--- src/rtl/sevenseg_pkg.sv ---
// sevenseg_pkg: shared glyph table and scan state encoding for the 7-segment display blocks
package sevenseg_pkg;
  typedef enum logic [1:0] {OFF = 2'd0, GAP = 2'd1, ON = 2'd2} state_e;
  // Active-high glyphs {g,f,e,d,c,b,a}; 6, 7 and 9 carry their tail segments
  localparam logic [6:0] SEG_LUT [16] = '{
    7'h3F, 7'h06, 7'h5B, 7'h4F, 7'h66, 7'h6D, 7'h7D, 7'h27,
    7'h7F, 7'h6F, 7'h77, 7'h7C, 7'h39, 7'h5E, 7'h79, 7'h71
  };
endpackage

--- src/rtl/sevenseg_scan_hex_to_seg.sv ---
// hex_to_seg: combinational hex nibble to active-high 7-segment glyph
module hex_to_seg
  import sevenseg_pkg::*;
(
  input  logic [3:0] nib_i,
  output logic [6:0] seg_o
);
  assign seg_o = SEG_LUT[nib_i];
endmodule

--- src/rtl/sevenseg_scan.sv ---
// sevenseg_scan: multiplexed common-anode 7-segment driver with dead gap and leading-zero blanking
module sevenseg_scan
  import sevenseg_pkg::*;
#(
  parameter int NDIG         = 4,
  parameter int BLANK_CYCLES = 8,
  parameter int ACTIVE_LOW   = 1,
  parameter int LZ_BLANK     = 1
) (
  input  logic              clk,
  input  logic              rst,
  input  logic              div_clk,
  input  logic [4*NDIG-1:0] digits,
  input  logic [NDIG-1:0]   dp_in,
  output logic              frame,
  output logic [NDIG-1:0]   an,
  output logic [6:0]        seg,
  output logic              dp
);
  localparam int IW = $clog2(NDIG);
  localparam int GW = BLANK_CYCLES > 1 ? $clog2(BLANK_CYCLES) : 1;
  localparam logic POL = ACTIVE_LOW != 0;
  logic s1_q, s2_q, s3_q, tick_q;
  state_e state_q, state_d;
  logic [IW-1:0] idx_q, idx_d;
  logic [GW-1:0] gcnt_q, gcnt_d;
  logic [4*NDIG-1:0] sdig_q, sdig_d;
  logic [NDIG-1:0] sdp_q, sdp_d, an_d;
  logic adv, wrap, on, blank, dp_d;
  logic [3:0] nib;
  logic [6:0] glyph, seg_d;
  hex_to_seg u_dec (.nib_i(nib), .seg_o(glyph));
  // Outputs are computed from next-state so they change on the very edge that enters/leaves ON
  always_comb begin
    adv = tick_q && state_q != GAP;
    wrap = adv && idx_q == IW'(NDIG - 1);
    idx_d = adv ? (wrap ? '0 : idx_q + 1'b1) : idx_q;
    sdig_d = wrap ? digits : sdig_q;
    sdp_d = wrap ? dp_in : sdp_q;
    state_d = state_q;
    gcnt_d = gcnt_q;
    if (adv) begin
      state_d = (BLANK_CYCLES == 0) ? ON : GAP;
      gcnt_d = GW'(BLANK_CYCLES - 1);
    end else if (state_q == GAP) begin
      state_d = (gcnt_q == '0) ? ON : GAP;
      gcnt_d = (gcnt_q == '0) ? gcnt_q : gcnt_q - 1'b1;
    end
    nib = sdig_d[4*idx_d +: 4];
    blank = LZ_BLANK != 0 && idx_d != '0;
    for (int i = 0; i < NDIG; i++)
      if (i >= int'(idx_d) && sdig_d[4*i +: 4] != 4'd0) blank = 1'b0;
    on = state_d == ON;
    an_d = on ? NDIG'(1) << idx_d : '0;
    seg_d = (on && !blank) ? glyph : 7'd0;
    dp_d = on && sdp_d[idx_d];
  end
  always_ff @(posedge clk) begin
    if (rst) begin
      s1_q <= 1'b0;
      s2_q <= 1'b0;
      s3_q <= 1'b0;
      tick_q <= 1'b0;
      state_q <= OFF;
      idx_q <= IW'(NDIG - 1);
      gcnt_q <= '0;
      sdig_q <= '0;
      sdp_q <= '0;
      frame <= 1'b0;
      an <= {NDIG{POL}};
      seg <= {7{POL}};
      dp <= POL;
    end else begin
      s1_q <= div_clk;
      s2_q <= s1_q;
      s3_q <= s2_q;
      tick_q <= s2_q & ~s3_q;
      state_q <= state_d;
      idx_q <= idx_d;
      gcnt_q <= gcnt_d;
      sdig_q <= sdig_d;
      sdp_q <= sdp_d;
      frame <= wrap;
      an <= an_d ^ {NDIG{POL}};
      seg <= seg_d ^ {7{POL}};
      dp <= dp_d ^ POL;
    end
  end
endmodule

--- config.mk ---
export PLATFORM = sky130hd
export DESIGN_NAME = sevenseg_scan
export DESIGN_NICKNAME = d
export VERILOG_FILES = /design/src/rtl/sevenseg_pkg.sv /design/src/rtl/sevenseg_scan_hex_to_seg.sv /design/src/rtl/sevenseg_scan.sv
export SDC_FILE = /design/constraint.sdc
export NUM_CORES = 1
export LEC_CHECK = 0
export ABC_AREA = 0
export BUFFER_PORTS_ARGS = -buffer_cell sky130_fd_sc_hd__buf_4
export CAP_MARGIN = 10
export CORE_MARGIN = 2
export CORE_UTILIZATION = 56
export CTS_CLUSTER_SIZE = 10
export DETAILED_ROUTE_END_ITERATION = 16
export GPL_TIMING_DRIVEN = 1
export MAX_ROUTING_LAYER = met4
export PLACE_DENSITY = 0.86
export SYNTH_ARGS = -nofsm -noshare
export SYNTH_HDL_FRONTEND = slang
export SYNTH_SLANG_ARGS = --single-unit
export TNS_END_PERCENT = 30
--- constraint.sdc ---
create_clock -name clk -period 2.9 [get_ports clk]
set_clock_uncertainty 0.15 [all_clocks]
set_input_delay 0.435 -clock clk [delete_from_list [all_inputs] [get_ports clk]]
set_output_delay 0.435 -clock clk [all_outputs]
set_load 0.1 [all_outputs]
==> results.ini, run 1 <==
[floorplanning]
ios = 36
die_w_um = 66.7
initial_core_util_pct = 59.2
dieArea_mm2 = 0.00445
core_mm2 = 0.00372
rows = 22
die_height_um = 66.7

[power]
leakage_nw = 1.07
irDropWorstVdd_v = 0.000327
power_density_mw_per_mm2 = 511

[timing]
slew_violations = 0
finalSetupViolCount = 0
slew_headroom_pct = 62.6
grt_setup_unrepaired = no
finalCriticalPeriod_ns = 2.71
hold_viol_final = 0
tns_ns = 0
fmax_mhz = 368
max_slew.worst_pin.slew_ns = 0.561
period_share_pct = 93.6

[final_layout]
finish.net_count = 310
area_delta_synth_final_pct = 19.3
drive_gt1_share_pct = 23.7
design_area_mm2 = 0.00263
antenna_cells = 0
final_util_pct = 70.7

[clocking]
clock-root-buffer = clkbuf_8
clk_pin_slew_worst_paths_ns = 0.08
clockBufferDepth = 2
worstSkewPairLatency_ns = 0.29
cts.htree.levels = 2
cts_sinks = 44
cts_buffers = 5
holdBufCountCts = 0
cts_tree = done

[global_routing]
antenna_found_initial = 0
grt_usage_pct = 24.1
gr-total-overflow = 0
grt_pass1_vias = 1660
grt_start_max_net_pins = 33
grt_pass1_wl_mm = 7.85

[placed_design]
hpwl_mm = 3.43
io_buffers = 35
routabilityCongestion = 0.939
placed_area_mm2 = 0.00247

[yosys]
synth_nets = 276
yosysMostFrequentCell = dfxtp_1
synth_ff_type = dfxtp_1
synthCells = 244
synthDistinctLibCells = 50
seq_area_frac_synth_pct = 40.0
synth_top_area_cell = dfxtp_1
ys_ff_latch = 44
synth_top_area_share_pct = 40.0
ys_top_cells_by_count = 44 x dfxtp_1, 38 x nand2_1, 21 x a21oi_1, 17 x mux2i_1, 17 x nor2_1
yosys_warnings = 0
synth-edff-count = 0
synth_area_mm2 = 0.00220
synthArstFlopShare_pct = 0
yosys-top-cells-area = dfxtp_1 40%, mux2i_1 7.7%, nand2_1 6.5%
avgSynthCellArea_um2 = 9.02

[drt]
wire_per_inst_um = 15.3
wl_mm = 4.98
first_pass_iters = 4
via_per_inst = 5.80
drc = 0
drt_iter0_drc = 152
antenna_left = 0
vias = 1890

[critical_path]
max_stage_delay_ns = 0.39
startpoint = state_q[1]$_SDFF_PP0_
cp_top_family = compound AO/OA/AOI/OAI gates
crit_required_ns = 2.95
crit_arrival_ns = 2.77
crit_fanout = 9
critPathBufInv = 2
cp_slowest_cell = mux2i_4
cp-end-kind = flop
startpoint_type = flop
cp_common_cell = o31ai_1
crit_type = reg2reg
worst_r2r_startpoint = state_q[1]$_SDFF_PP0_
worstPathCellList = nand2b_2 -> nand2_8 -> mux2i_4 -> buf_4 -> mux2i_1 -> o22ai_2 -> ha_1 -> inv_1 -> nand3_1 -> o31ai_1 -> o31ai_1

[hold_path]
hold_class = in2reg
min_from = div_clk

[outcome]
status = completed

[job]
cap_violations = 0

==> cells by family after synthesis <==
kind of cell	after synthesis	synth area share, %
XOR/XNOR	2	0.796
flip-flops	44	40.0
AO/OA/AOI/OAI	49	15.0
adder cells (fa/ha/maj)	9	5.12
AND/OR/NAND/NOR	89	19.4
buffers and inverters	25	5.91
multiplexers	26	13.8
==> power by group <==
part           switching [mW]  internal [mW]
Clock                   0.199          0.339
Sequential             0.0101          0.618
Combinational           0.100         0.0749
Total                   0.309           1.03
==> metrics by stage <==
step | power [mW] | worst slack, ns | cells | hold slack [ns]
floorplan | 0.762 | 0.390 | 244 | 0.217
global placement | 0.805 | 0.199 | 317 | 0.228
detailed placement | 0.809 | 0.123 | 317 | 0.237
CTS | 1.34 | 0.0842 | 324 | 0.195
global route | 1.39 | 0.00372 | 326 | 0.229
finish | 1.34 | 0.186 | 326 | 0.199
==> what timing repair did <==
action,in CTS,in global routing
buffers inserted,0,2
hold endpoints to repair,0,0
endpoints found under the setup margin,0,7
gates resized for setup,0,4
==> sequential cells by signal (all words and copies together) (netlist names) <==
register	count
sdig_q	16
seg	7
an	4
sdp_q	4
gcnt_q	3
idx_q	2
state_q	2
dp	1
frame	1
s1_q	1
s2_q	1
s3_q	1
tick_q	1
==> layer usage <==
metal	vias up	track usage [%]	wire length [µm]
met1	886	30.6	2180
met3	10	5.24	298
met4	0	7.91	83
met2	71	38.5	2420
li1	923	-	-
met5	-	-	0
==> worst paths after layout <==
check | slack [ns] | endpoint | cells after the start
max | 0.19 | seg[0]$_SDFF_PP1_ | 11
min reg2reg | 0.24 | tick_q$_SDFF_PP0_ | 1
min | 0.20 | s1_q$_SDFF_PP0_ | 2
max reg2reg | 0.19 | seg[0]$_SDFF_PP1_ | 11
==> worst reg2reg max path, stage by stage (launching register included) <==
cell and delay [ns]:
dfxtp_1 0.33, nand2b_2 0.29, nand2_8 0.16, mux2i_4 0.39, buf_4 0.20, mux2i_1 0.09, o22ai_2 0.23, ha_1 0.31
inv_1 0.08, nand3_1 0.07, o31ai_1 0.06, o31ai_1 0.25
==> layout by cell type, fill, tap and decap left out, types with 4 or more instances in the layout <==
| cell type | Yosys | routed |
|---|---|---|
| inv_1 | 9 | 9 |
| nor4_1 | 4 | 4 |
| mux2i_1 | 17 | 16 |
| a21oi_1 | 21 | 21 |
| buf_4 | 2 | 43 |
| ha_1 | 9 | 8 |
| clkbuf_8 | 0 | 5 |
| nor2_1 | 17 | 17 |
| dfxtp_1 | 44 | 44 |
| nor2b_1 | 5 | 5 |
| nor3_1 | 5 | 5 |
| nand3_1 | 7 | 7 |
| nand2_1 | 38 | 38 |
==> cell type report <==
type	instances	area, µm²
clock inverter	2	60.1
multi-input combinational	175	1200
fill	295	1090
timing repair buffer	43	323
clock buffer	5	68.8
inverter	9	33.8
tap	48	60.1
sequential	44	881
(Power assumes the default switching activity.)
==> run 2, diff against run 1 <==
CORE_UTILIZATION = 50   (was 56)
PLACE_DENSITY = 0.82   (was 0.86)
clock period = 2.2 ns   (was 2.9 ns; I/O delays follow)
==> results.ini, run 2 (synthesis results as in run 1) <==
[outcome]
status = finished, violations left
violations = negative setup slack

[critical_path]
cp_slowest_cell = dfxtp_2
cp-end-kind = flop
crit_fanout = 8  ; -1
crit_required_ns = 2.28  ; -0.67 ns
crit_type = reg2reg
startpoint_type = flop
critPathBufInv = 3  ; +1
worstPathCellList = ha_4 -> buf_6 -> mux2i_4 -> mux2i_2 -> mux2i_4 -> inv_2 -> ha_4 -> inv_2 -> o32a_1 -> o2111ai_2
crit_arrival_ns = 2.46  ; -0.31 ns
max_stage_delay_ns = 0.34  ; -0.05 ns
cp_top_family = multiplexers

[job]
cap_violations = 0  ; unchanged

[timing]
max_slew.worst_pin.slew_ns = 0.411  ; -0.150 ns
grt_setup_unrepaired = yes
period_share_pct = 108  ; +15 points
tns_ns = -0.644  ; -0.644 ns
hold_viol_final = 0  ; unchanged
finalSetupViolCount = 7  ; +7
slew_headroom_pct = 71.8  ; +9.2 points
final_critical_path_setup_slack_ns = -0.181  ; -0.367 ns
fmax_mhz = 420  ; +14%
slew_violations = 0  ; unchanged
finalCriticalPeriod_ns = 2.38  ; -0.333 ns

[placed_design]
routabilityCongestion = 0.937  ; -0.22%
dp.cells = 351  ; +11%
hpwl_mm = 3.79  ; +10%
placed_area_mm2 = 0.00277  ; +12%
pre_cts_ws_ns = -0.192  ; -0.315 ns
io_buffers = 35  ; unchanged

[clocking]
clock-root-buffer = clkbuf_8
worstSkewPairLatency_ns = 0.30  ; about the same
cts_buffers = 5  ; unchanged
clockBufferDepth = 2  ; unchanged
clk_pin_slew_worst_paths_ns = 0.09  ; about the same
cts_tree = done
cts.htree.levels = 2  ; unchanged
cts_sinks = 44  ; unchanged

[global_routing]
grt_use_met2_pct = 38.3  ; -0.24 points
grt_pass1_wl_mm = 8.80  ; +12%
grt.met1_usage_pct = 27.6  ; -3.0 points
gr-total-overflow = 0  ; unchanged
grtUsageMet3_pct = 4.76  ; -0.47 points
grt-busiest-layer = met2
grt_usage_pct = 23.0  ; -1.1 points
grt_start_max_net_pins = 33  ; unchanged
grt_pass1_vias = 1967  ; +18%
antenna_found_initial = 0  ; unchanged

[power]
leakage_nw = 1.21  ; +13%
irDropWorstVdd_v = 0.000404  ; +24%
clkPwrFrac_pct = 32.3  ; -7.8 points
power_density_mw_per_mm2 = 557  ; +9.0%
power_mw = 1.66  ; +23%
p_int_mw = 1.21  ; +17%
power_frac_seq_pct = 50.0  ; +3.2 points
switching_share_pct = 27.2  ; +4.1 points
p_comb_share_pct = 17.6  ; +4.5 points
p_switching_mw = 0.450  ; +45%

[final_layout]
regArea_um2 = 885  ; +0.43%
final_common_cell = buf_4
largest_reg_flops = 16  ; unchanged
antenna_cells = 0  ; unchanged
nFillCells = 321  ; +8.8%
fin_cells = 362  ; +11%
largest_registers = sdig_q: 16 flops, seg: 7 flops
drive_gt1_share_pct = 38.4  ; +15 points
design_area_mm2 = 0.00297  ; +13%
regMostFlops = sdig_q
multi_input_area_mm2 = 0.00132  ; +10%
finish.net_count = 341  ; +10%
layout_common_cells = 71 x buf_4, 41 x dfxtp_1, 38 x nand2_1
area_delta_synth_final_pct = 35.0

[drt]
antenna_left = 0  ; unchanged
vias = 2002  ; +5.9%
first_pass_iters = 4  ; unchanged
drt_iter0_drc = 61  ; -60%
wire_per_inst_um = 14.9  ; -2.3%
via_per_inst = 5.53  ; -4.6%
wl_mm = 5.40  ; +8.5%
drc = 0  ; unchanged

[floorplanning]
core_mm2 = 0.00429  ; +16%
ios = 36  ; unchanged
initial_core_util_pct = 51.3  ; -8.0 points
dieArea_mm2 = 0.00495  ; +11%
die_w_um = 70.3  ; +5.5%
die_height_um = 70.3  ; +5.5%
rows = 24  ; +9.1%

[hold_path]
hold_class = in2reg

## run 2: cell types whose count changed in the layout (fill, tap and decap cells not counted), sizes merged
cell	before	now
buf	43	74
clkbuf	5	6
clkinv	0	2
bufinv	2	0
## run 2: per-layer routing
layer  vias to the layer above  part of all wire, %
li1                        990                    -
met1                       930                   44
met2                        68                   49
met3                        14                  5.1
met4                         0                  2.5
met5                         -                    0
## run 2: path summary, 6_finish.rpt
| kind | startpoint | endpoint | cells past startpoint | slack, ns |
|---|---|---|---|---|
| max | idx_q[1]$_SDFF_PP1_ | seg[3]$_SDFF_PP1_ | 10 | -0.18 |
| min | div_clk | s1_q$_SDFF_PP0_ | 2 | 0.09 |
| max reg2reg | idx_q[1]$_SDFF_PP1_ | seg[3]$_SDFF_PP1_ | 10 | -0.18 |
| min reg2reg | s3_q$_SDFF_PP0_ | tick_q$_SDFF_PP0_ | 1 | 0.24 |
## run 2: what timing repair did
item	CTS	global route
hold buffers	0	0
gates resized for setup	11	8
buffers inserted	3	0
pin swaps	10	3
setup endpoints to repair	7	7
## run 2: power by group through the flow
stage	clock network [mW]	registers, mW	logic (mW)
after detailed placement	0	0.846	0.269
after global routing	0.571	0.831	0.314
after CTS	0.533	0.827	0.282
after global placement	0	0.845	0.261
after floorplan	0	0.863	0.153
final	0.535	0.828	0.292
## run 2: layout make-up
class	instances	area share (%)
clock buffer	6	2.78
inverter	9	1.14
sequential	44	29.8
timing repair buffer	74	19.4
tap	52	2.19
clock inverter	2	0.337
multi-input combinational	175	44.4
## run 2: metrics by stage
stage,hold WS [ns],utilization [%]
finish,0.0858,69.2
global route,0.0848,69.2
CTS,0.0888,68.4
detailed placement,0.226,64.6
global placement,0.231,64.6
floorplan,0.217,-
